--- config.mk ---
export PLATFORM = sky130hd
export DESIGN_NAME = fifo_fill_ctrl
export DESIGN_NICKNAME = d
export VERILOG_FILES = /design/src/rtl/fifo_fill_pkg.sv /design/src/rtl/fifo_fill_pattern.sv /design/src/rtl/fifo_fill_ctrl.sv
export SDC_FILE = /design/constraint.sdc
export NUM_CORES = 1
export LEC_CHECK = 0
export CAP_MARGIN = 20
export CORE_MARGIN = 2
export CORE_UTILIZATION = 55
export CTS_CLUSTER_DIAMETER = 200
export DETAILED_ROUTE_END_ITERATION = 8
export PLACE_DENSITY_LB_ADDON = 0.12
export SYNTH_ARGS = -nofsm -noshare
export SYNTH_HDL_FRONTEND = slang
export SYNTH_SLANG_ARGS = --single-unit
--- constraint.sdc ---
create_clock -name sys_clk -period 4.7 [get_ports sys_clk]
set_clock_uncertainty 0.1 [all_clocks]
set_input_delay 0.94 -clock sys_clk [delete_from_list [all_inputs] [get_ports sys_clk]]
set_output_delay 0.94 -clock sys_clk [all_outputs]
set_load 0.02 [all_outputs]
--- src/rtl/fifo_fill_pkg.sv ---
// Shared types and constants for the FIFO write-side fill controller.
// LFSR constants exist only when FIFO_FILL_LFSR_EN is defined.
package fifo_fill_pkg;

  typedef enum logic [1:0] {
    IDLE   = 2'd0,
    SETTLE = 2'd1,
    WRITE  = 2'd2,
    DONE   = 2'd3
  } state_t;

`ifdef FIFO_FILL_LFSR_EN
  // Right-shifting Galois taps for maximal-length sequences.
  localparam logic [7:0]  LFSR_TAPS_8  = 8'hB8;
  localparam logic [15:0] LFSR_TAPS_16 = 16'hB400;
  localparam logic [31:0] LFSR_TAPS_32 = 32'h8020_0003;
  localparam logic [31:0] LFSR_SEED    = 32'd1;

  function automatic logic [31:0] lfsr_taps(input int width);
    case (width)
      8:       return {24'd0, LFSR_TAPS_8};
      16:      return {16'd0, LFSR_TAPS_16};
      default: return LFSR_TAPS_32;
    endcase
  endfunction
`endif

endpackage

--- src/rtl/fifo_fill_pattern.sv ---
// Write-data pattern source: incrementing counter, or Galois LFSR when FIFO_FILL_LFSR_EN is defined.
// Reloads its start value on load or reset; steps once per accepted write.
module fifo_fill_pattern
  import fifo_fill_pkg::*;
#(
  parameter int DATA_W = 8
) (
  input  logic              clk,
  input  logic              rst,
  input  logic              load,
  input  logic              advance,
  output logic [DATA_W-1:0] pattern
);

  logic [DATA_W-1:0] pattern_next;

`ifdef FIFO_FILL_LFSR_EN
  localparam logic [DATA_W-1:0] TAPS  = DATA_W'(lfsr_taps(DATA_W));
  localparam logic [DATA_W-1:0] START = DATA_W'(LFSR_SEED);

  assign pattern_next = {1'b0, pattern[DATA_W-1:1]} ^ (pattern[0] ? TAPS : '0);
`else
  localparam logic [DATA_W-1:0] START = '0;

  assign pattern_next = pattern + DATA_W'(1);
`endif

  always_ff @(posedge clk) begin
    if (rst || load) begin
      pattern <= START;
    end else if (advance) begin
      pattern <= pattern_next;
    end
  end

endmodule

--- src/rtl/fifo_fill_ctrl.sv ---
// Fills the downstream FIFO in bursts once it reports empty; data pattern set by FIFO_FILL_LFSR_EN.
// First write lands max(1,SETTLE_CYC)+1 cycles after the start sample; fifo_full stalls and ends a burst.
module fifo_fill_ctrl
  import fifo_fill_pkg::*;
#(
  parameter  int DATA_W     = 8,
  parameter  int DEPTH      = 256,
  parameter  int SETTLE_CYC = 2,
  parameter  int BURST_LEN  = 0,
  localparam int CNT_W      = $clog2(DEPTH + 1)
) (
  input  logic              sys_clk,
  input  logic              sys_rst,
  input  logic              enable,
  input  logic              fifo_empty,
  input  logic              fifo_almost_full,
  input  logic              fifo_full,
  output logic              fifo_wr_en,
  output logic [DATA_W-1:0] fifo_wr_data,
  output logic              busy,
  output logic              burst_done,
  output logic [CNT_W-1:0]  wr_cnt,
  output logic [15:0]       burst_cnt
);

  // SETTLE always lasts at least one cycle, even with SETTLE_CYC = 0.
  localparam logic [3:0] SETTLE_LAST =
    (SETTLE_CYC <= 1) ? 4'd0 : 4'(SETTLE_CYC - 1);
  localparam logic [CNT_W-1:0] BURST_LIM = CNT_W'(BURST_LEN);
  localparam logic [CNT_W-1:0] DEPTH_LIM = CNT_W'(DEPTH);

  state_t           state;
  logic [3:0]       settle_cnt;
  logic             start;
  logic             last_write;
  logic [CNT_W-1:0] wr_cnt_inc;

  assign start      = (state == IDLE) & enable & fifo_empty;
  assign fifo_wr_en = (state == WRITE) & ~fifo_full;
  assign wr_cnt_inc = (wr_cnt == DEPTH_LIM) ? wr_cnt : wr_cnt + CNT_W'(1);
  assign last_write = fifo_almost_full |
                      ((BURST_LEN != 0) && ((wr_cnt + CNT_W'(1)) == BURST_LIM));

  always_ff @(posedge sys_clk) begin
    if (sys_rst) begin
      state      <= IDLE;
      settle_cnt <= '0;
      wr_cnt     <= '0;
      burst_cnt  <= '0;
      busy       <= 1'b0;
      burst_done <= 1'b0;
    end else begin
      burst_done <= 1'b0;
      case (state)
        IDLE: begin
          if (start) begin
            state      <= SETTLE;
            settle_cnt <= '0;
            wr_cnt     <= '0;
            busy       <= 1'b1;
          end
        end
        SETTLE: begin
          if (!fifo_empty) begin
            state <= IDLE;
            busy  <= 1'b0;
          end else if (settle_cnt >= SETTLE_LAST) begin
            state <= WRITE;
          end else begin
            settle_cnt <= settle_cnt + 4'd1;
          end
        end
        WRITE: begin
          if (fifo_wr_en) begin
            wr_cnt <= wr_cnt_inc;
          end
          // fifo_full is an overflow guard: finish without writing.
          if (fifo_full || last_write) begin
            state      <= DONE;
            busy       <= 1'b0;
            burst_done <= 1'b1;
            burst_cnt  <= burst_cnt + 16'd1;
          end
        end
        DONE: begin
          state <= IDLE;
        end
        default: begin
          state <= IDLE;
          busy  <= 1'b0;
        end
      endcase
    end
  end

  fifo_fill_pattern #(
    .DATA_W (DATA_W)
  ) u_pattern (
    .clk     (sys_clk),
    .rst     (sys_rst),
    .load    (start),
    .advance (fifo_wr_en),
    .pattern (fifo_wr_data)
  );

endmodule

==> summary.md <==
| Metric | Value |
|---|---|
| Status | `finished, final reports clean` |
| Crit end category | `output port` |
| Fin crit period | `3250 ps` |
| Area of the multi-input gates | `1140 µm²` |
| Mean post-synth cell area | `8.92 µm²` |
| Slew at the pin closest to its max-slew limit | `1040 ps` |
| Fmax | `308 MHz` |
| Final setup fails | `0` |
| Critical path's slowest cell | `clkdlybuf4s50_1` |
| Fillers | `304` |
| Yosys cell types | `48` |
| First-pass GRT wire length | `7120 µm` |
| Count of flip-flops with a built-in enable after synthesis | `0` |
| Final hold vios | `0` |
| CTS tree | `yes` |
| Seq/Total Area, Yosys | `40.0%` |
| Worst path most repeated cell | `clkdlybuf4s50_1` |
| Cells after synthesis | `230` |
| Sw Ratio | `31.2%` |
| Startpoint types | `input port` |
| Pint | `0.626 mW` |
| IO Port Bufs | `41` |
| Crit path kind | `in -> out` |
| Clock Latency Late Sink | `290 ps` |
| Wl on met1 | `1960 µm` |
| Leak | `0.924 nW` |
| Clk slew on worst S/H paths | `80 ps` |
| Synth top area share | `40.0%` |
| Final ANT Viol Nets | `0` |
| Chip height | `65.1 µm` |
| CP Cell Sequence | `clkdlybuf4s50_1 > nor2b_1 > clkdlybuf4s50_1` |
| H-tree depth | `2` |
| Clk buf depth | `2` |
| Routability cong. | `0.804` |
| Comb pwr share | `25.6%` |
| Post-CTS sizing | `0` |
| Ranking of synthesized cells by area | `dfxtp_1 40%, ha_1 6.7%, xor2_1 6.0%` |
| Initial Util | `56.4%` |
| Synthesized area | `2050 µm²` |
| Post-DP HPWL | `2950 µm` |
| Final period util | `69.1%` |
| Clock Power Share | `32.5%` |
| WL met3 | `192 µm` |
| I/O pin total | `42` |
| Synth Register Bits | `41` |
| Post-synth top flop | `dfxtp_1` |
| FFs w/ async S/R, synth | `0%` |
| Crit path DAT | `2210 ps` |
| Sink Count | `41` |
| Root buffer cell | `clkbuf_8` |
| Cts hold-fix bufs | `0` |
| Share of layout cells above drive strength 1 | `7.69%` |
| Initial antenna violation count | `0` |
| Register share of total power | `41.9%` |
| Core Region | `3630 µm²` |
| First-pass DRT Iterations | `4` |
| CP Max Fanout | `4` |
| Seq. cell area | `821 µm²` |
| Peak VDD IR | `0.000208 V` |
| Vias in the first global route | `1,624` |
| PD cells | `350 nW/µm²` |
| Place WS | `1470 ps` |
| Post-CTS setup buffer count | `0` |
| Syn Nets | `247` |
| Die width | `65.1 µm` |
| Net Switching | `0.284 mW` |
| Total Routing Usage GR | `21.6%` |
| Area growth, synth to finish | `26.7%` |
| WL met2 | `2000 µm` |
| DRT iter0 DRCs | `81` |
| DR vias/cell | `5.66` |
| Pins Over Slew Limit | `0` |
| Total gr overflow | `0` |
| DRT Wirelength | `4220 µm` |
| Critical path's largest stage delay | `620 ps` |
| Worst rel slew slack | `30.5%` |
| Post-synth top area cell | `dfxtp_1` |
| Layout net count | `289` |
| CP Data Required Time | `3660 ps` |
| # diodes | `0` |
| Overall power | `0.909 mW` |
| Post-route DRC | `0` |
| Synth Warn # | `0` |
| Die area | `4230 µm²` |
| FP Rows | `22` |
| Cts bufs inserted | `5` |
| Setup TNS | `0 ps` |
| Max Used Layer | `met4` |
| Largest net degree at the start of global routing | `30` |
| Max_cap viols | `0` |
| WL/cell | `13.2 µm` |
| Via count | `1,816` |
| RSZ-0062 raised after global routing | `no` |
| Hold WC Path Type | `reg -> reg` |
| PnR worst setup slack | `1450 ps` |
cell usage after synthesis (all sizes together), types with 3 or more instances:
library cell   n
nand4         13
and4           4
a21oi         18
ha            11
and2           3
dfxtp         41
or3           11
nand3          8
nor2          21
o21ai         14
nand2         18
and3           5
buf            6
xor2          14
inv           11
cell usage in the layout, fill, tap and decap left out, types with 3 or more instances in the layout:
| cell | instances |
|---|---|
| a21oi_1 | 17 |
| and2_1 | 3 |
| and3_1 | 4 |
| clkbuf_8 | 6 |
| clkdlybuf4s50_1 | 41 |
| dfxtp_1 | 41 |
| ha_1 | 11 |
| inv_1 | 11 |
| nand2_1 | 16 |
| nand3_1 | 8 |
| nand4_1 | 11 |
| nor2_1 | 21 |
| o21ai_0 | 14 |
| or3_1 | 11 |
| xor2_1 | 14 |
worst max-delay path: cells and delay by family:
family | cells | cell delay (ps)
AND/OR/NAND/NOR | 1 | 180
buffers and inverters | 2 | 1080
registers in the layout (all words and copies together) (netlist names), named ones only:
register           flops
burst_cnt             16
wr_cnt                 9
u_pattern.pattern      8
settle_cnt             4
burst_done             1
busy                   1
state                  1
worst paths after layout:
| check | start | endpoint | slack, ps | depth (start not counted) |
|---|---|---|---|---|
| setup / recovery | fifo_full | fifo_wr_en | 1450 | 3 |
| hold / removal | settle_cnt[3]$_SDFFE_PP0P_ | settle_cnt[3]$_SDFFE_PP0P_ | 370 | 1 |
| setup reg to reg | state[0]$_SDFFE_PP0P_ | burst_cnt[14]$_SDFFE_PP0P_ | 2500 | 6 |
| hold reg to reg | settle_cnt[3]$_SDFFE_PP0P_ | settle_cnt[3]$_SDFFE_PP0P_ | 370 | 1 |
through the flow:
stage                     utilization (%)  std cells  hold slack [ps]  instance area, µm²
after floorplan                         -        230              331                2050
after global placement               68.3        313              347                2480
after detailed placement             68.3        313              359                2480
after CTS                            71.5        321              379                2600
after global routing                 71.5        321              397                2600
final                                71.5        321              374                2600
power groups by stage:
| stage | Sequential, mW | Clock [mW] | Combinational, mW |
|---|---|---|---|
| 2_1_floorplan | 0.396 | 0 | 0.166 |
| 3_3_place_gp | 0.388 | 0 | 0.227 |
| 3_5_place_dp | 0.389 | 0 | 0.230 |
| 4_1_cts | 0.381 | 0.301 | 0.233 |
| 5_1_grt | 0.383 | 0.316 | 0.260 |
| 6_report | 0.381 | 0.295 | 0.233 |
layout make-up:
type	count	area share, %
Clock buffer	7	3.32
Tap cell	48	2.31
Clock inverter	1	1.16
Sequential cell	41	31.6
Timing Repair Buffer	42	16.1
Inverter	11	1.59
Multi-Input combinational cell	171	44.0
cells by family (layout without fill, tap and decap cells):
kind of cell | Yosys count | in the layout | share of synthesized area, %
mux | 2 | 2 | 0.976
buf+inv | 18 | 61 | 4.27
fa+ha+maj | 11 | 11 | 6.71
compound gates | 48 | 48 | 14.5
simple gates | 94 | 94 | 26.7
flops | 41 | 41 | 40.0
xor+xnor | 16 | 16 | 6.83
metal layers:
layer | track usage [%] | vias up
met5 | 0 | -
met2 | 35.7 | 41
met1 | 26.4 | 855
met3 | 5.90 | 8
li1 | - | 912
met4 | 9.38 | 0
Note: power is estimated with default switching activity, not from simulation.
